File: src/rtl/nor_gate_tester.sv
// nor_gate_tester
//
// Clocked self-test sequencer for quad-NOR (HC02-class) logic. A run walks
// the four NOR input combinations in Gray order (00, 10, 11, 01). Each vector
// is driven onto every gate channel and held for SETTLE cycles. The returned
// outputs are then sampled once and compared with the NOR expectation.
// Mismatches accumulate into a per-channel failure mask and a saturating
// error count. At the end of the run a one-cycle done pulse is issued and
// pass is latched until the next start.
//
// Parameters:
//   CH       number of gate channels (1..16)
//   SETTLE   cycles each vector is held before sampling (>= 1)
//   ERRW     width of err_count
//   STAGGER  0: every channel gets the same vector
//            1: channel k gets vector (idx+k) mod 4, exposing inter-channel shorts
//
// Ports:
//   clk        rising-edge clock
//   rst        synchronous active-high reset
//   start      begin a run (only honoured while idle)
//   a_out      A input of each DUT channel
//   b_out      B input of each DUT channel
//   y_in       DUT outputs, already synchronous to clk
//   busy       run in progress (APPLY or SAMPLE)
//   done       one-cycle pulse when a run completes
//   pass       last completed run saw no mismatches; held until next start
//   err_count  total mismatched channel-samples, saturating
//   fail_mask  bit k set if channel k mismatched at least once
module nor_gate_tester #(
    parameter int CH      = 4,
    parameter int SETTLE  = 5,
    parameter int ERRW    = 8,
    parameter int STAGGER = 0
) (
    input  logic            clk,
    input  logic            rst,
    input  logic            start,
    output logic [CH-1:0]   a_out,
    output logic [CH-1:0]   b_out,
    input  logic [CH-1:0]   y_in,
    output logic            busy,
    output logic            done,
    output logic            pass,
    output logic [ERRW-1:0] err_count,
    output logic [CH-1:0]   fail_mask
);

    localparam logic [1:0] ST_IDLE   = 2'd0;
    localparam logic [1:0] ST_APPLY  = 2'd1;
    localparam logic [1:0] ST_SAMPLE = 2'd2;
    localparam logic [1:0] ST_FINISH = 2'd3;

    localparam int CNTW = (SETTLE > 1) ? $clog2(SETTLE) : 1;
    localparam logic [CNTW-1:0] CNT_LAST = CNTW'(SETTLE - 1);

    // The sum needs headroom for the current count plus up to 16 new
    // mismatches before it is clamped back into ERRW bits.
    localparam int SUMW = ERRW + 6;
    localparam logic [ERRW-1:0] ERR_MAX = '1;

    logic [1:0]      state_q, state_d;
    logic [1:0]      idx_q, idx_d;
    logic [CNTW-1:0] cnt_q, cnt_d;
    logic [CH-1:0]   a_q, a_d;
    logic [CH-1:0]   b_q, b_d;
    logic [ERRW-1:0] err_q, err_d;
    logic [CH-1:0]   mask_q, mask_d;
    logic            pass_q, pass_d;

    logic [CH-1:0]   mismatch;
    logic [SUMW-1:0] popCount;
    logic [SUMW-1:0] errSum;

    // Compare against the vector currently on the pins. a_q/b_q are held
    // through SAMPLE, so this is always the settled vector.
    always_comb begin
        mismatch = y_in ^ ~(a_q | b_q);
        popCount = '0;
        for (int k = 0; k < CH; k++) begin
            popCount = popCount + SUMW'(mismatch[k]);
        end
        errSum = SUMW'(err_q) + popCount;
    end

    // Sequencer: IDLE waits for start, APPLY holds a vector for SETTLE
    // cycles, SAMPLE scores it, FINISH publishes the result for one cycle.
    always_comb begin
        state_d = state_q;
        idx_d   = idx_q;
        cnt_d   = cnt_q;
        err_d   = err_q;
        mask_d  = mask_q;
        pass_d  = pass_q;

        case (state_q)
            ST_IDLE: begin
                if (start) begin
                    state_d = ST_APPLY;
                    idx_d   = 2'd0;
                    cnt_d   = '0;
                    err_d   = '0;
                    mask_d  = '0;
                    pass_d  = 1'b0;
                end
            end
            ST_APPLY: begin
                if (cnt_q == CNT_LAST) begin
                    state_d = ST_SAMPLE;
                end else begin
                    cnt_d = cnt_q + 1'b1;
                end
            end
            ST_SAMPLE: begin
                mask_d = mask_q | mismatch;
                if (errSum > SUMW'(ERR_MAX)) begin
                    err_d = ERR_MAX;
                end else begin
                    err_d = errSum[ERRW-1:0];
                end
                if (idx_q == 2'd3) begin
                    state_d = ST_FINISH;
                    // pass must include the score of this last sample.
                    pass_d  = (err_d == '0);
                end else begin
                    state_d = ST_APPLY;
                    idx_d   = idx_q + 2'd1;
                    cnt_d   = '0;
                end
            end
            default: begin
                state_d = ST_IDLE;
            end
        endcase
    end

    // Pin drive is derived from the next state so the first vector appears
    // on the same edge that accepts start. Vector table in Gray order:
    // idx 0=(0,0) 1=(1,0) 2=(1,1) 3=(0,1), i.e. a = idx[1]^idx[0], b = idx[1].
    always_comb begin
        logic [1:0] vecIdx;
        a_d    = '0;
        b_d    = '0;
        vecIdx = 2'd0;
        if (state_d == ST_APPLY || state_d == ST_SAMPLE) begin
            for (int k = 0; k < CH; k++) begin
                if (STAGGER != 0) begin
                    vecIdx = idx_d + 2'(k);
                end else begin
                    vecIdx = idx_d;
                end
                a_d[k] = vecIdx[1] ^ vecIdx[0];
                b_d[k] = vecIdx[1];
            end
        end
    end

    // State registers; reset discards any partial run without a done pulse.
    always_ff @(posedge clk) begin
        if (rst) begin
            state_q <= ST_IDLE;
            idx_q   <= 2'd0;
            cnt_q   <= '0;
            a_q     <= '0;
            b_q     <= '0;
            err_q   <= '0;
            mask_q  <= '0;
            pass_q  <= 1'b0;
        end else begin
            state_q <= state_d;
            idx_q   <= idx_d;
            cnt_q   <= cnt_d;
            a_q     <= a_d;
            b_q     <= b_d;
            err_q   <= err_d;
            mask_q  <= mask_d;
            pass_q  <= pass_d;
        end
    end

    assign a_out     = a_q;
    assign b_out     = b_q;
    assign busy      = (state_q == ST_APPLY) || (state_q == ST_SAMPLE);
    assign done      = (state_q == ST_FINISH);
    assign pass      = pass_q;
    assign err_count = err_q;
    assign fail_mask = mask_q;

endmodule
File: config.mk
export PLATFORM = sky130hd
export DESIGN_NAME = nor_gate_tester
export DESIGN_NICKNAME = d
export VERILOG_FILES = /design/src/rtl/nor_gate_tester.sv
export SDC_FILE = /design/constraint.sdc
export NUM_CORES = 1
export LEC_CHECK = 0
export ABC_AREA = 1
export CORE_MARGIN = 2
export CORE_UTILIZATION = 50
export CTS_BUF_LIST = sky130_fd_sc_hd__clkbuf_4 sky130_fd_sc_hd__clkbuf_8
export CTS_CLUSTER_SIZE = 30
export DETAILED_ROUTE_END_ITERATION = 8
export HOLD_SLACK_MARGIN = 0.1
export PLACE_DENSITY = 0.79
export SYNTH_ARGS = -nofsm -noshare
export SYNTH_HDL_FRONTEND = slang
export SYNTH_SLANG_ARGS = --single-unit
File: constraint.sdc
create_clock -name clk -period 6.69 [get_ports clk]
set_input_delay 1.0035 -clock clk [delete_from_list [all_inputs] [get_ports clk]]
set_output_delay 1.0035 -clock clk [all_outputs]
set_load 0.005 [all_outputs]
Word-level counts from Yosys, hierarchy flattened

Index checks and enable logic that the tools add are counted.

Bits in registers: 22
RAM bits: 0
Input bits: 7
Bits in latches: 0
Memories: 0
Word-level logic and storage cells: 63
Memory bits (read-only): 0

Reduce and logical (&&, ||, !) cells: 10
$mul: 0
Eq/ne operators: 11
Order comparisons: 1
Divide/modulo/power cells: 0
Add/sub/neg operators: 6
Shift operators: 0
Multiplexer cells: 21
Bitwise gates (word level): 6

Operators with widths:

| operator              | number |
|---|---|
| $mux W8               | 3 |
| $pmux W8 S2           | 1 |
| $mux W2               | 6 |
| $add A8 B4 Y9         | 1 |
| $gt A9 B8 Y1 const B  | 1 |
| $mux W3               | 3 |
| $pmux W3 S3           | 1 |
| $eq A2 B2 Y1 const B  | 4 |
| $logic_not A8 Y1      | 1 |
| $ne A2 B2 Y1 const B  | 4 |
| $or A4 B4 Y4          | 2 |
| $pmux W4 S2           | 1 |
| $pmux W2 S3           | 1 |
| $add A3 B1 Y4         | 1 |
| $eq A2 B1 Y1 const B  | 2 |
| $mux W4               | 1 |
| $not A4 Y4            | 1 |
| $pmux W2 S2           | 1 |
| $reduce_and A4 Y1     | 1 |
| $xor A4 B4 Y4         | 1 |
| $add A2 B1 Y3         | 1 |
| $add A3 B1 Y3 const B | 1 |
| $eq A3 B3 Y1 const B  | 1 |
| $reduce_and A3 Y1     | 1 |
| 12 further kinds      | 14 |

Depth between registers and ports, before layout

Word-level depth: 13
Mapped depth: 17

Least setup slack after synthesis

OpenSTA, ideal clock, no wires.

Path type: input -> register
Start: in y_in[2]
End: reg pass_q (netlist: pass)
Path slack: 3.277 ns
Data arrival time: 3.345 ns
Path buffers: 0
Library setup time: 0.067 ns
Cell stages on the path: 15
Path through: xor2_1 -> inv_1 -> fa_1 -> inv_1 -> fa_1 -> fa_1 -> nand2_2 -> nor2_1 -> nand2_1 -> nand2_1 -> nor2_1 -> nand2_1 -> nor2_1 -> nand2_1 -> a21oi_2

Cells in the longest elaborated chain, start to end: 10

Ends and longest elaborated chain:

| item                 | RTL line | text |
|---|---|---|
| from (decl)          | 41       | `input logic [CH-1:0] y_in,` |
| $xor A4 B4 Y4 (*)    | 78       | `mismatch = y_in ^ ~(a_q \| b_q);` |
| $add A2 B1 Y3 (*)    | 81       | `popCount = popCount + SUMW'(mismatch[k]);` |
| $add A3 B1 Y4 (*)    | 81       |  |
| $add A8 B4 Y9 (*)    | 83       | `errSum = SUMW'(err_q) + popCount;` |
| $gt A9 B8 Y1         | 116      | `if (errSum > SUMW'(ERR_MAX)) begin` |
| $mux W8 (*)          | 116      |  |
| $mux W8 (*)          | 96       | `case (state_q)` |
| $logic_not A8 Y1 (*) | 124      | `pass_d = (err_d == '0);` |
| $mux W1 (*)          | 121      | `if (idx_q == 2'd3) begin` |
| $pmux W1 S2 (*)      | 96       |  |
| to (signal assigned) | 177      | `pass_q <= pass_d;` |
| to (decl)            | 69       | `logic pass_q, pass_d;` |

Mark *: on every way between the ends. The rest lies on a longest branch, timed or not. The select of a mux whose other input is x is not followed.
A chain may end at the register's enable or synchronous reset.

Worst setup path in the final report

Same ends and word-level chain as after synthesis.

==> metrics <==
outcome completed; leakage 0.000725 uW; initial antenna violation count 0; core box area 0.00252 mm^2; first-pass GRT wire length 4.81 mm; startpoint types input pin; Distinct cells, synth 23; Die Width 56.2 um; Mapped Cells 202; Yosys reg bits 22; gr usage total 0.187; IO Pins 30; Period Utilization, post-route 0.560; setup violators final 0; clk sinks 22; Final Hold Viols 0; Routed Wire Length 2.94 mm; via count of the first global-routing pass 1,175; Worst Path Required 6.93 ns; DPL Wire Length 2.36 mm; largest net degree at the start of global routing 15; ANT nets after route 0; initial drt markers 39; post-synth top area share 0.324; Initial Util 0.540; cts repair resizes 0; sequential area share after synthesis 0.324; # nets final 247; Bufs on Longest Clock Path 2; number of remaining DRC errors 0; yosys warns 0; Worst Tran Pin Value 0.565 ns; Power, Total 273 uW; CTS tree built; worst min path class flip-flop to flip-flop; final core occ 0.671; postcts setup bufs 0; Mean Syn Cell Area 6.74 um^2; pwr dens 161 mW/mm^2; row cnt 18; unrepaired setup endpoints after global routing no; CTS Root Buffer Type clkbuf_4; GP Congestion 0.858; fin crit period 3.75 ns; post-DR wirelength/cell 11.4 um; Via density 4.93; setup TNS 0 ns; max-cap viol count 0; CTS Buf Count 3; most frequent cells in the layout nand2_1 (56), inv_1 (30), clkdlybuf4s50_1 (29); cell taking the most area after synthesis dfxtp_1; cell area after layout 0.00169 mm^2; Syn Std Cell Area 0.00136 mm^2; IO Port Bufs 29; setup clock skew after layout 0.00318 ns; htree depth 1; crit-path max FO 6; Area growth syn-to-layout 24.4%; Setup WS pre-CTS 2.61 ns; Final WS setup 2.94 ns; die height 56.2 um; largest cells by area after synthesis dfxtp_1 (32%), nand2_1 (15%), inv_1 (8.3%); Placed Area 0.00164 mm^2; worst vdd ir 0.160 mV; worst relative slew slack 0.622; fmax 0.267 GHz; CP endpoint kind flip-flop; Worst EP arrival 3.99 ns; Worst-Skew Late Latency 0.31 ns; share of layout cells above drive strength 1 0.0395; Max Slew Vio Count 0; CTS Hold Bufs 0; grt ovf 0; Crit Path Category input pin to flip-flop; commonest non-fill, non-tap cell in the layout nand2_1; die area 0.00316 mm^2; ant diodes 0; drt first pass iters 4; Clock Pin Slew Worst Setup and Hold Paths 0.12 ns; syn_nets 220; DR vias 1,273
-- layer usage --
metal	track usage	vias up	part of all wire
met5	0	-	0
met4	0.0612	0	0.012
met3	0.0209	4	0.021
met2	0.345	23	0.51
met1	0.224	575	0.46
li1	-	671	-
-- per-stage QoR --
| stage | instances | hold WS, ns |
|---|---|---|
| after floorplan | 202 | 0.460 |
| after global placement | 254 | 0.453 |
| after detailed placement | 254 | 0.462 |
| after CTS | 258 | 0.494 |
| after global routing | 258 | 0.513 |
| final | 258 | 0.488 |
-- path summary, 6_finish.rpt --
kind	startpoint	to	slack, ns	cells after the start
worst max-delay path	y_in[2]	pass	2.94	16
worst min-delay path	fail_mask[0]	fail_mask[0]	0.49	2
worst max register to register	b_out[0]	pass	3.35	16
worst min register to register	fail_mask[0]	fail_mask[0]	0.49	2
-- critical path, stage by stage --
cell and delay (ns):
clkdlybuf4s50_1 0.47, xor2_1 0.17, inv_1 0.07, fa_1 0.48
inv_1 0.06, fa_1 0.46, fa_1 0.44, nand2_2 0.12
nor2_1 0.06, nand2_1 0.15, nand2_1 0.10, nor2_1 0.10
nand2_1 0.05, nor2_1 0.09, nand2_1 0.06, a21oi_2 0.10
-- power breakdown --
part | switching, uW | internal, uW | leakage [uW] | total (uW)
logic | 21.1 | 15.4 | 0.000519 | 36.5
registers | 2.05 | 134 | 0.000178 | 136
clock network | 40.5 | 60.5 | 0.0000279 | 101
-- synthesized netlist by cell type --
| cell | count |
|---|---|
| and3_1 | 1 |
| buf_4 | 6 |
| nor3_2 | 1 |
| nand2_2 | 2 |
| a31oi_1 | 1 |
| nand2_1 | 56 |
| o21bai_1 | 1 |
| nor3_1 | 1 |
| nor2_1 | 24 |
| clkbuf_1 | 1 |
| nor2_2 | 1 |
| inv_1 | 30 |
| xnor2_1 | 1 |
| a21oi_2 | 1 |
| fa_1 | 3 |
| o21ai_0 | 6 |
| dfxtp_1 | 22 |
| a21oi_1 | 15 |
| o21ai_1 | 1 |
| nand3_1 | 14 |
| xor2_1 | 5 |
| clkinv_1 | 1 |
| ha_1 | 8 |
-- cell type report --
type                            instances  area [um^2]
Fill cell                             218          830
Multi-Input combinational cell        142          756
Sequential cell                        22          440
Timing Repair Buffer                   29          290
Inverter                               31          116
Tap cell                               30         37.5
Clock inverter                          1         30.0
Clock buffer                            3         22.5
-- cells by family (layout without fill, tap and decap cells) --
family                     count (synthesis)  in the layout  synth area share
and+or+nand+nor                          100            100             0.301
buffers and inverters                     38             64             0.121
AOI/OAI and AO/OA                         25             25            0.0974
DFF                                       22             22             0.324
adders and majority gates                 11             11             0.118
xor gates and xnor gates                   6              6            0.0386
-- sequential cells by signal (all words and copies together) (netlist names) --
name	count
err_count	8
fail_mask	4
cnt_q	3
idx_q	2
state_q	2
a_out	1
b_out	1
pass	1
(Power assumes the default switching activity.)
